--- src/rtl/hit_vector_pkg.sv ---
// Shared types and parameter helpers for the hit_vector_scan block.
package hit_vector_pkg;

    typedef enum logic [1:0] {
        IDLE,
        SCAN,
        DONE
    } scan_state_t;

    localparam int TOTAL_W = 32;

    function automatic int calc_nchunk(input int width, input int chunk);
        return (width + chunk - 1) / chunk;
    endfunction

    function automatic int calc_cnt_w(input int width);
        return $clog2(width + 1);
    endfunction

    function automatic int calc_idx_w(input int width);
        return (width > 1) ? $clog2(width) : 1;
    endfunction

endpackage

--- src/rtl/hit_chunk_eval.sv ---
// Combinational evaluation of one scan chunk: popcount, any-hit and the
// lowest/highest set offsets within the chunk.
module hit_chunk_eval #(
    parameter int CHUNK = 16,
    parameter int POP_W = $clog2(CHUNK + 1),
    parameter int OFF_W = (CHUNK > 1) ? $clog2(CHUNK) : 1
) (
    input  logic [CHUNK-1:0] slice,
    input  logic [CHUNK-1:0] mask,
    output logic [POP_W-1:0] pop,
    output logic             any,
    output logic [OFF_W-1:0] lo,
    output logic [OFF_W-1:0] hi
);

    logic [CHUNK-1:0] live;

    assign live = slice & mask;
    assign any  = |live;

    // Ascending pass leaves the highest set offset; descending pass the lowest.
    always_comb begin
        pop = '0;
        lo  = '0;
        hi  = '0;
        for (int i = 0; i < CHUNK; i++) begin
            pop = pop + POP_W'(live[i]);
            if (live[i]) hi = OFF_W'(i);
        end
        for (int i = CHUNK - 1; i >= 0; i--) begin
            if (live[i]) lo = OFF_W'(i);
        end
    end

endmodule

--- src/rtl/hit_vector_scan.sv ---
// Multi-cycle hit vector scanner: CHUNK bits per cycle, LSB first.
// Optional running hit total enabled by defining HIT_VECTOR_ACCUM_EN.
module hit_vector_scan
    import hit_vector_pkg::*;
#(
    parameter int WIDTH = 64,
    parameter int CHUNK = 16
) (
    input  logic                          clk,
    input  logic                          reset,
    input  logic                          in_valid,
    output logic                          in_ready,
    input  logic [WIDTH-1:0]              in_vec,
    output logic                          out_valid,
    input  logic                          out_ready,
    output logic [calc_cnt_w(WIDTH)-1:0]  out_count,
    output logic [calc_idx_w(WIDTH)-1:0]  out_first,
    output logic [calc_idx_w(WIDTH)-1:0]  out_last,
    output logic                          out_any
`ifdef HIT_VECTOR_ACCUM_EN
    ,
    input  logic                          accum_clr,
    output logic [TOTAL_W-1:0]            total_count
`endif
);

    localparam int NCHUNK    = calc_nchunk(WIDTH, CHUNK);
    localparam int CNT_W     = calc_cnt_w(WIDTH);
    localparam int IDX_W     = calc_idx_w(WIDTH);
    localparam int PAD_W     = NCHUNK * CHUNK;
    localparam int K_W       = (NCHUNK > 1) ? $clog2(NCHUNK) : 1;
    localparam int POP_W     = $clog2(CHUNK + 1);
    localparam int OFF_W     = (CHUNK > 1) ? $clog2(CHUNK) : 1;
    localparam int LAST_BITS = WIDTH - (NCHUNK - 1) * CHUNK;
    localparam logic [CHUNK-1:0] LAST_MASK = {CHUNK{1'b1}} >> (CHUNK - LAST_BITS);

    scan_state_t state_q, state_d;

    logic [PAD_W-1:0] shadow;
    logic [K_W-1:0]   k;
    logic [CNT_W-1:0] cnt_acc;
    logic [IDX_W-1:0] first_acc;
    logic [IDX_W-1:0] last_acc;
    logic             found;

    logic             is_last;
    logic [CHUNK-1:0] chunk_mask;
    logic [POP_W-1:0] chunk_pop;
    logic             chunk_any;
    logic [OFF_W-1:0] chunk_lo;
    logic [OFF_W-1:0] chunk_hi;
    logic [IDX_W-1:0] base;
    logic [CNT_W-1:0] cnt_next;
    logic [IDX_W-1:0] first_next;
    logic [IDX_W-1:0] last_next;
    logic             found_next;

    assign is_last    = (k == K_W'(NCHUNK - 1));
    assign chunk_mask = is_last ? LAST_MASK : {CHUNK{1'b1}};
    assign base       = IDX_W'(k * CHUNK);

    hit_chunk_eval #(
        .CHUNK (CHUNK)
    ) u_eval (
        .slice (shadow[CHUNK-1:0]),
        .mask  (chunk_mask),
        .pop   (chunk_pop),
        .any   (chunk_any),
        .lo    (chunk_lo),
        .hi    (chunk_hi)
    );

    assign cnt_next   = cnt_acc + CNT_W'(chunk_pop);
    assign first_next = (chunk_any && !found) ? (base + IDX_W'(chunk_lo)) : first_acc;
    assign last_next  = chunk_any ? (base + IDX_W'(chunk_hi)) : last_acc;
    assign found_next = found | chunk_any;

    always_ff @(posedge clk) begin
        if (reset) state_q <= IDLE;
        else       state_q <= state_d;
    end

    always_comb begin
        state_d = state_q;
        case (state_q)
            IDLE:    if (in_valid)  state_d = SCAN;
            SCAN:    if (is_last)   state_d = DONE;
            DONE:    if (out_ready) state_d = IDLE;
            default: state_d = IDLE;
        endcase
    end

    assign in_ready  = (state_q == IDLE);
    assign out_valid = (state_q == DONE);

    // The shadow register shifts down so the current chunk always sits at the bottom.
    always_ff @(posedge clk) begin
        if (reset) begin
            shadow    <= '0;
            k         <= '0;
            cnt_acc   <= '0;
            first_acc <= '0;
            last_acc  <= '0;
            found     <= 1'b0;
            out_count <= '0;
            out_first <= '0;
            out_last  <= '0;
            out_any   <= 1'b0;
        end else begin
            case (state_q)
                IDLE: begin
                    if (in_valid) begin
                        shadow    <= PAD_W'(in_vec);
                        k         <= '0;
                        cnt_acc   <= '0;
                        first_acc <= '0;
                        last_acc  <= '0;
                        found     <= 1'b0;
                    end
                end
                SCAN: begin
                    shadow    <= shadow >> CHUNK;
                    k         <= k + K_W'(1);
                    cnt_acc   <= cnt_next;
                    first_acc <= first_next;
                    last_acc  <= last_next;
                    found     <= found_next;
                    if (is_last) begin
                        out_count <= cnt_next;
                        out_first <= first_next;
                        out_last  <= last_next;
                        out_any   <= found_next;
                    end
                end
                default: ;
            endcase
        end
    end

`ifdef HIT_VECTOR_ACCUM_EN
    localparam int SUM_W = TOTAL_W + 1;

    logic [SUM_W-1:0] total_sum;

    assign total_sum = {1'b0, total_count} + SUM_W'(out_count);

    // A clear on the same edge as a result handshake drops that result.
    always_ff @(posedge clk) begin
        if (reset) begin
            total_count <= '0;
        end else if (accum_clr) begin
            total_count <= '0;
        end else if (out_valid && out_ready) begin
            total_count <= total_sum[TOTAL_W] ? {TOTAL_W{1'b1}} : total_sum[TOTAL_W-1:0];
        end
    end
`endif

endmodule

--- config.mk ---
export PLATFORM = sky130hd
export DESIGN_NAME = hit_vector_scan
export DESIGN_NICKNAME = d
export VERILOG_FILES = /design/src/rtl/hit_vector_pkg.sv /design/src/rtl/hit_chunk_eval.sv /design/src/rtl/hit_vector_scan.sv
export SDC_FILE = /design/constraint.sdc
export NUM_CORES = 1
export LEC_CHECK = 0
export ABC_AREA = 1
export BUFFER_PORTS_ARGS = -buffer_cell sky130_fd_sc_hd__buf_4
export CORE_MARGIN = 8
export CORE_UTILIZATION = 58
export CTS_BUF_LIST = sky130_fd_sc_hd__clkbuf_2
export DETAILED_ROUTE_END_ITERATION = 6
export GPL_ROUTABILITY_DRIVEN = 0
export PLACE_DENSITY_LB_ADDON = 0.25
export SLEW_MARGIN = 5
export SYNTH_ARGS = -nofsm -noshare
export SYNTH_HDL_FRONTEND = slang
export SYNTH_HIERARCHICAL = 1
export SYNTH_SLANG_ARGS = --single-unit
--- constraint.sdc ---
create_clock -name clk -period 4.9 [get_ports clk]
set_input_delay 0 -clock clk [delete_from_list [all_inputs] [get_ports clk]]
set_output_delay 0 -clock clk [all_outputs]
set_load 0.005 [all_outputs]
==> metrics, run 1 <==
die width=around 110 µm; failing checks=design-rule violations; H-tree depth=3; non-filler cells, final=1011; Worst Path Buf+Inv=7; Area growth, synth to finish=34.0%; synthesized cell area=approximately 0.0053 mm²; Yosys cell types=36; number of global-route vias before repair=5691; hpwl dp=~9000 µm; Final Hold Fails=0; DRT Wirelength=around 16000 µm; All-Layer GR Usage=about a quarter; period utilisation layout=approximately 95%; RSZ-0062 raised after global routing=false; Critical Path, Cell by Cell=nand2_2, inv_2, fa_1, inv_1, fa_1, fa_1, fa_1, inv_1, ha_1, inv_1, fa_1, inv_1, inv_1, fa_2, inv_1, nand2_1, nand2_2, nand3_1, nand3_1, nand3_1, a21oi_1; Lkg Pwr=3.30 nW; commonest register cell after synthesis=dfxtp_1; largest net degree at the start of global routing=72; Inst Count DP=892; most numerous cell in the Yosys netlist=nand2_1; Setup Fix Bufs, Post-CTS=0; Yosys warnings=6; Worst slew margin=about 14%; io pins=90; Worst path slowest cell=fa_1; Synth top cells by count=239 x nand2_1, 108 x dfxtp_1, 86 x a21oi_1; status=finished, violations left; power share of the clock group=around a quarter; CTS tree=built; fin. max-slew vios=0; drt initial violations=a little over 500; max-capacitance violation count=0; initial antenna violation count=2; synth top area cells=dfxtp_1 41%, nand2_1 17%, a21oi_1 8.2%, fa_1 3.8%, o21ai_0 3.7%; GRT overflow=0; fmax=216 MHz; Sequential Power Share=between 50% and 60%; Worst VDD drop=roughly 0.00016 V; Via density=5.61; Least-Margin Pin Slew=roughly 1.3 ns; Min-Delay Path Class=input pin to flip-flop; Worst Path Arrival=roughly 5.2 ns; Avg Cell Area, Syn=~7.3 µm²; TritonCTS Buffers=9; 1st-pass router iterations=7; share of cells above drive strength 1=approximately 16%; Die Y=roughly 110 µm; largest area contributor in the netlist=dfxtp_1; post-layout util=just over 80%; Mapped Cells=720; WL/cell=about 16 µm; I/O Buffers=89; Sw Ratio=between 30% and 40%; Post-synth EDFFs=0; NetSw=about 0.64 mW; Pint=between 1 and 1.5 mW; Fin Setup TNS=0 ns; CP Capture Type=flip-flop; sequential share of the synthesized area=between 40 and 50%; Antenna Nets Post-Route=0; Clock Latency Late Sink=approximately 0.6 ns; Synth top area share=between 40% and 50%; PwrDens=271 mW/mm²; Rows=34; first-pass GRT wire length=approximately 27000 µm; CP Launch Type=flip-flop; Req. time, crit path=around 5.4 ns; Core Box Area=about 0.0088 mm²; Critical Path Max Stage Delay=around 0.55 ns; Final setup viols=0; vias=roughly 5700; Worst path most repeated cell=inv_1; Setup CP Type=flip-flop to flip-flop; initial cell density of the core=60.1%; fillers=~540; DR DRC count=10; Final Skew=roughly 0.036 ns; clock tree buffer depth=2; family with the most delay on the worst path=adder cells; min cycle time layout=4.63 ns; root buffer cell=clkbuf_2; Async SR Flop Fraction=0%; CP Max Fanout=3; #FFs+latches synth=108; Die ar.=0.0124 mm²; Final #Nets=987; Pwr Total=1.91 mW; Comb pwr share=between 20% and 30%; Clock Sinks=108; clk slew on worst S/H paths=approximately 0.32 ns
==> path summary, 6_finish.rpt <==
| check | start | to | cells after the start | slack, ns |
|---|---|---|---|---|
| hold reg to reg | out_last[3] | out_last[3] | 2 | 0.48 |
| setup / recovery | shadow[0] | cnt_acc[6] | 21 | 0.27 |
| hold / removal | in_vec[46] | shadow[46] | 4 | 0.19 |
| setup reg to reg | shadow[0] | cnt_acc[6] | 21 | 0.27 |
==> power by group through the flow <==
| stage | Clock, mW | Combinational, mW | Sequential [mW] |
|---|---|---|---|
| after floorplan | 0 | 0.305 | 0.971 |
| after global placement | 0 | 0.392 | 0.976 |
| after detailed placement | 0 | 0.408 | 0.978 |
| after CTS | 0.443 | 0.475 | 0.963 |
| after global routing | 0.485 | 0.552 | 0.973 |
| final | 0.447 | 0.499 | 0.967 |
==> cells by family after synthesis <==
family / after synthesis / synth area share, %
flip-flops: 108 / 41.1
XOR/XNOR: 3 / 0.499
buffers and inverters: 100 / 8.77
other: 1 / 0.0712
AO/OA/AOI/OAI: 187 / 19.4
AND/OR/NAND/NOR: 298 / 23.3
adder cells (fa/ha/maj): 23 / 6.89
==> metrics by stage <==
stage | hold WS, ns | setup WS [ns] | cell area (µm²)
final | 0.185 | 0.269 | 7060
after global routing | 0.139 | 0.0104 | 7060
after CTS | 0.177 | 0.121 | 7030
after detailed placement | 0.273 | 0.144 | 5890
after global placement | 0.262 | 0.326 | 5890
after floorplan | 0.147 | 0.442 | 5320
==> sequential cells by signal, indices dropped and copies added (netlist names) <==
name,cells
out_count,7
out_any,1
last_acc,6
state_q,2
k,2
cnt_acc,7
first_acc,6
found,1
shadow,64
out_first,6
out_last,6
==> tightest hold or removal path: cells and delay by family <==
kind	cells	cell delay [ns]
AO/OA/AOI/OAI	1	0.08
buffers and inverters	2	0.66
AND/OR/NAND/NOR	1	0.05
==> cells in the final DEF, fill, tap and decap left out, drive strengths merged <==
cell and instances:
a21boi 1, ha 13, a21oi 87, o21ai 46
xnor2 2, clkinv 4, diode 2, a31oi 20
o22ai 23, inv 62, a21o 2, dfxtp 108
bufinv 1, clkbuf 9, nor2 18, a211oi 1
buf 89, a22oi 5, nand3 21, dlygate4sd3 101
nor4 1, fa 10, nand2 254, or2 2
xor2 1, o21a 2, nand4 2, conb 16
==> layer usage <==
layer / track usage (%) / up-vias / wire, µm
met5: 0 / - / 0
met4: 14.7 / 0 / 827
met3: 6.71 / 80 / 1210
met2: 44.1 / 280 / 8130
met1: 28.2 / 2612 / 6250
li1: - / 2698 / -
==> area by class of cell <==
cell class | instances | area (µm²) | area share [%]
antenna | 2 | 5.00 | 0.0709
multi-input combinational | 527 | 2720 | 38.5
clock inverter | 7 | 85.1 | 1.21
sequential | 108 | 2160 | 30.7
clock buffer | 9 | 45.0 | 0.638
tap | 108 | 135 | 1.92
inverter | 60 | 225 | 3.19
timing repair buffer | 190 | 1680 | 23.8
==> timing repair <==
action / CTS / global route
hold buffers: 101 / 0
hold endpoints to repair: 98 / 0
resized for setup: 0 / 9
setup endpoints to repair: 0 / 9
Note: power is estimated with default switching activity, not from simulation.
==> inputs of run 2 (changes only) <==
--- a/config.mk
+++ b/config.mk
@@ -13,6 +13,7 @@
 export DETAILED_ROUTE_END_ITERATION = 6
 export GPL_ROUTABILITY_DRIVEN = 0
 export PLACE_DENSITY_LB_ADDON = 0.25
+export RECOVER_POWER = 100
 export SLEW_MARGIN = 5
 export SYNTH_ARGS = -nofsm -noshare
 export SYNTH_HDL_FRONTEND = slang
==> constraint.sdc (replaced) <==
create_clock -name clk -period 4.9 [get_ports clk]
set_input_delay 0.49 -clock clk [delete_from_list [all_inputs] [get_ports clk]]
set_output_delay 0.49 -clock clk [all_outputs]
set_load 0.005 [all_outputs]
==> metrics, run 2 (synthesized netlist as in run 1, its figures left out) <==
first-pass GRT wire length=roughly 21000 µm; Critical Path Max Stage Delay=about 0.55 ns; Final setup viols=0; fin. max-slew vios=approximately 120; Inst Count DP=between 800 and 900; family with the most delay on the worst path=adder cells; io pins=90; Largest register FFs=64; fillers=765; NetSw=just under 0.6 mW; Least-Margin Pin Slew=~1.8 ns; Worst VDD drop=0.000187 V; WL/cell=about 14 µm; Setup CP Type=flip-flop to flip-flop; share of cells above drive strength 1=16.4%; Comb pwr share=between 20% and 30%; hpwl dp=9010 µm; Fin Setup TNS=0 ns; Die Y=111 µm; most frequent cells in the layout=238 x nand2_1, 106 x dfxtp_1, 86 x a21oi_1; CP Max Fanout=5; Req. time, crit path=5.42 ns; Worst Path Buf+Inv=7; Multi-input gate area=around 0.0027 mm²; vias=just under 5000; H-tree depth=3; number of global-route vias before repair=between 4000 and 5000; max-capacitance violation count=2; Critical Path, Cell by Cell=nand2_2, inv_1, fa_1, inv_1, fa_1, fa_1, fa_1, inv_1, ha_1, inv_1, fa_1, inv_1, inv_1, fa_2, inv_1, nand2_1, nand2_2, nand3_1, nand3_1, nand3_1, a21oi_1; min cycle time layout=approximately 4.6 ns; clock tree buffer depth=2; CP Capture Type=flip-flop; 1st-pass router iterations=5; Pint=1.22 mW; Rows=34; initial cell density of the core=between 60% and 70%; DRT Wirelength=about 13000 µm; DR DRC count=0; TritonCTS Buffers=9; CTS tree=built; GRT overflow=0; Via density=roughly 5.4; root buffer cell=clkbuf_2; Min-Delay Path Class=input pin to flip-flop; Core Box Area=around 0.009 mm²; Final Hold Fails=0; largest registers=shadow: 64 flops, cnt_acc: 7 flops, out_count: 7 flops; Sw Ratio=between 30% and 40%; power share of the clock group=approximately a quarter; largest register by flop count=shadow; cell area after layout=~0.006 mm²; Setup Fix Bufs, Post-CTS=0; fmax=about 220 MHz; Worst Path Arrival=~5.2 ns; Pwr Total=approximately 1.8 mW; clk slew on worst S/H paths=a little over 0.3 ns; Lkg Pwr=roughly 2.8 nW; PwrDens=roughly 300 mW/mm²; Placed Area=0.00589 mm²; status=finished, violations left; Worst path slowest cell=fa_1; failing checks=max-capacitance violations, max-slew violations; Sequential Power Share=between 50% and 60%; FF+latch area=roughly 0.0022 mm²; Area growth, synth to finish=14.1%; Final #Nets=886; non-filler cells, final=908; Clock Sinks=approximately 110; I/O Buffers=between 80 and 90; period utilisation layout=between 90 and 100%; drt initial violations=a little under 300; CP Launch Type=flip-flop; initial antenna violation count=0; n_diodes=0; post-layout util=about two thirds; die width=approximately 110 µm; Antenna Nets Post-Route=0; largest net degree at the start of global routing=between 70 and 80; hold buffer count at cts=0; Clock Latency Late Sink=0.58 ns; Final Skew=around 0.028 ns; commonest non-fill, non-tap cell in the layout=nand2_1; Worst slew margin=-18.4%; Die ar.=roughly 0.012 mm²; Worst path most repeated cell=inv_1; cts repair resizes=0; All-Layer GR Usage=between 20% and 30%
## run 2: layer usage
metal  vias to the layer above  track usage, %  wire, µm
met5                         -               0         0
met4                         0            6.93       240
met3                        22            4.17       601
met2                       123            33.5      6220
met1                      2276            25.0      5780
li1                       2493               -         -
## run 2: cell type report
type / instances / share of cell area, %
clock buffers: 9 / 0.750
repair buffers: 89 / 10.9
well taps: 108 / 2.25
multi-input cells: 527 / 44.9
flip-flops and latches: 108 / 36.0
inverters: 60 / 3.75
clock inverters: 7 / 1.42
## run 2: tightest hold or removal path, cell delays in order
cell	delay (ns)
buf_4	0.11
nand2_1	0.05
a21oi_1	0.05
## run 2: path summary, 6_finish.rpt
| path | cells after the start | slack, ns | from | to |
|---|---|---|---|---|
| min reg2reg | 2 | 0.48 | shadow[50] | shadow[50] |
| max reg2reg | 21 | 0.26 | shadow[1] | cnt_acc[6] |
| max | 21 | 0.26 | shadow[1] | cnt_acc[6] |
| min | 3 | 0.11 | in_vec[50] | shadow[50] |
## run 2: through the flow
stage / setup slack [ns] / hold WS, ns
2_1_floorplan: 0.442 / 0.439
3_3_place_gp: 0.326 / 0.448
3_5_place_dp: 0.144 / 0.453
4_1_cts: 0.121 / 0.0735
6_report: 0.265 / 0.108
5_1_grt: -0.000445 / 0.0480
## run 2: power groups by stage
stage | registers [mW] | logic, mW | clock network (mW)
2_1_floorplan | 0.971 | 0.305 | 0
3_3_place_gp | 0.976 | 0.392 | 0
3_5_place_dp | 0.978 | 0.408 | 0
4_1_cts | 0.963 | 0.410 | 0.443
5_1_grt | 0.971 | 0.467 | 0.477
6_report | 0.964 | 0.411 | 0.437
==> inputs of run 3 (changes only) <==
--- a/config.mk
+++ b/config.mk
@@ -12,6 +12,7 @@
 export CTS_BUF_LIST = sky130_fd_sc_hd__clkbuf_2
 export DETAILED_ROUTE_END_ITERATION = 6
 export GPL_ROUTABILITY_DRIVEN = 0
+export MAX_ROUTING_LAYER = met4
 export PLACE_DENSITY_LB_ADDON = 0.25
 export RECOVER_POWER = 100
 export SLEW_MARGIN = 5
==> metrics, run 3 (synthesized netlist as in run 1, its figures left out) <==
Hold Path Depth=3; Rows=34; Setup CP Type=flip-flop to flip-flop; n_diodes=0; I/O Buffers=~90; worst hold path startpoint=in_vec[50]; most frequent cells in the layout=238 x nand2_1, 106 x dfxtp_1, 86 x a21oi_1; Min-Delay Path Class=input pin to flip-flop; root buffer cell=clkbuf_2; vias=4921; WL/cell=around 14 µm; Core Box Area=slightly below 0.009 mm²; fmax=between 200 and 250 MHz; first-pass GRT wire length=about 21000 µm; initial antenna violation count=0; Clock Sinks=around 110; failing checks=max-capacitance violations, max-slew violations; clock tree buffer depth=2; TritonCTS Buffers=9; DR DRC count=0; Worst Path Buf+Inv=8; largest register by flop count=shadow; Final Hold Fails=0; PwrDens=roughly 300 mW/mm²; All-Layer GR Usage=roughly a fifth; Worst path slowest cell=fa_1; worst reg2reg path startpoint=shadow[1]; Least-Margin Pin Slew=between 1.5 and 2 ns; max-capacitance violation count=2; Worst path most repeated cell=inv_1; Multi-input gate area=0.00270 mm²; Antenna Nets Post-Route=0; Worst slew margin=-18.1%; Final setup viols=0; Area growth, synth to finish=14.1%; H-tree depth=3; die width=around 110 µm; commonest non-fill, non-tap cell in the layout=nand2_1; number of global-route vias before repair=4737; FF+latch area=0.00216 mm²; CP Capture Type=flip-flop; initial cell density of the core=between 60% and 70%; cell area after layout=approximately 0.0060 mm²; largest net degree at the start of global routing=72; GRT overflow=0; status=finished, violations left; period utilisation layout=a little over nine tenths; hold buffer count at cts=0; Critical Path Max Stage Delay=about 0.55 ns; Final Skew=between 0.02 and 0.025 ns; reg-to-reg endpoint=out_count[6]; min cycle time layout=approximately 4.6 ns; Lkg Pwr=about 2.8 nW; Worst VDD drop=around 0.00019 V; Final #Nets=slightly below 900; share of cells above drive strength 1=16.4%; family with the most delay on the worst path=adder cells; Largest register FFs=between 60 and 70; CP Max Fanout=5; Via density=5.42; cts repair resizes=0; Clock Latency Late Sink=around 0.59 ns; hpwl dp=approximately 9000 µm; FF-to-FF path depth=24; Hold EP=shadow[50]; Die ar.=between 0.01 and 0.015 mm²; clk slew on worst S/H paths=between 0.3 and 0.4 ns; DRT Wirelength=between 10000 and 15000 µm; Die Y=~110 µm; Worst Path Arrival=roughly 5 ns; largest registers=shadow: 64 flops, cnt_acc: 7 flops, out_count: 7 flops; fillers=about 770; Placed Area=0.00589 mm²; drt initial violations=roughly 290; Setup Fix Bufs, Post-CTS=0; io pins=90; CP Launch Type=flip-flop; 1st-pass router iterations=5; internal reg-to-reg setup slack=between 0.2 and 0.3 ns; fin. max-slew vios=116; Req. time, crit path=between 5 and 6 ns; CTS tree=built; post-layout util=between 60% and 70%; Critical Path, Cell by Cell=nand2_2, inv_1, fa_1, inv_1, fa_1, fa_1, fa_1, inv_1, ha_1, inv_1, fa_1, inv_1, inv_1, fa_2, inv_1, nand2_1, nand2_2, nand3_1, nand2_1, nand2_1, nand2_1, nand2_1, nand2_1, inv_1
-- run 3: power breakdown --
part	internal [mW]	switching [mW]	total, mW
Sequential	0.934	0.0294	0.964
Clock	0.128	0.311	0.439
Combinational	0.156	0.254	0.410
-- run 3: final cells by class --
class	count	area share (%)
Clock buffer	9	0.750
Clock inverter	7	1.42
Inverter	60	3.75
Multi-Input combinational cell	527	44.9
Sequential cell	108	36.0
Tap cell	108	2.25
Timing Repair Buffer	89	10.9
-- run 3: worst max path at each step --
stage,start,slack [ns],endpoint,cells past startpoint
after floorplan,shadow[1],0.44,out_count[6],24
after global placement,shadow[1],0.33,out_count[6],24
after detailed placement,shadow[1],0.14,out_count[6],24
after CTS,shadow[1],0.12,cnt_acc[6],21
after global routing,shadow[0],-0.0001,cnt_acc[3],20
final,shadow[1],0.28,out_count[6],24
-- run 3: worst register-to-register path, delay by kind of cell (launching register included) --
family        cells  cell delay [ns]
fa+ha+maj         7             3.02
simple gates      9             0.67
buf+inv           8             0.48
flops             1             0.39
-- run 3: metal layers --
metal	routed length (µm)	up-vias	global-route usage [%]
met5	0	-	-
met3	613	26	3.95
met4	255	0	6.93
met1	5720	2269	25.1
li1	-	2493	-
met2	6240	133	33.7
-- run 3: through the flow --
step            TNS [ns]  hold WS, ns  std cells  power [mW]  setup slack, ns
3_3_place_gp           0        0.448        892        1.37            0.326
2_1_floorplan          0        0.439        735        1.28            0.442
5_1_grt        -0.000131       0.0480        908        1.91        -0.000131
6_report               0        0.105        908        1.81            0.276
4_1_cts                0       0.0735        908        1.82            0.121
3_5_place_dp           0        0.453        892        1.39            0.144
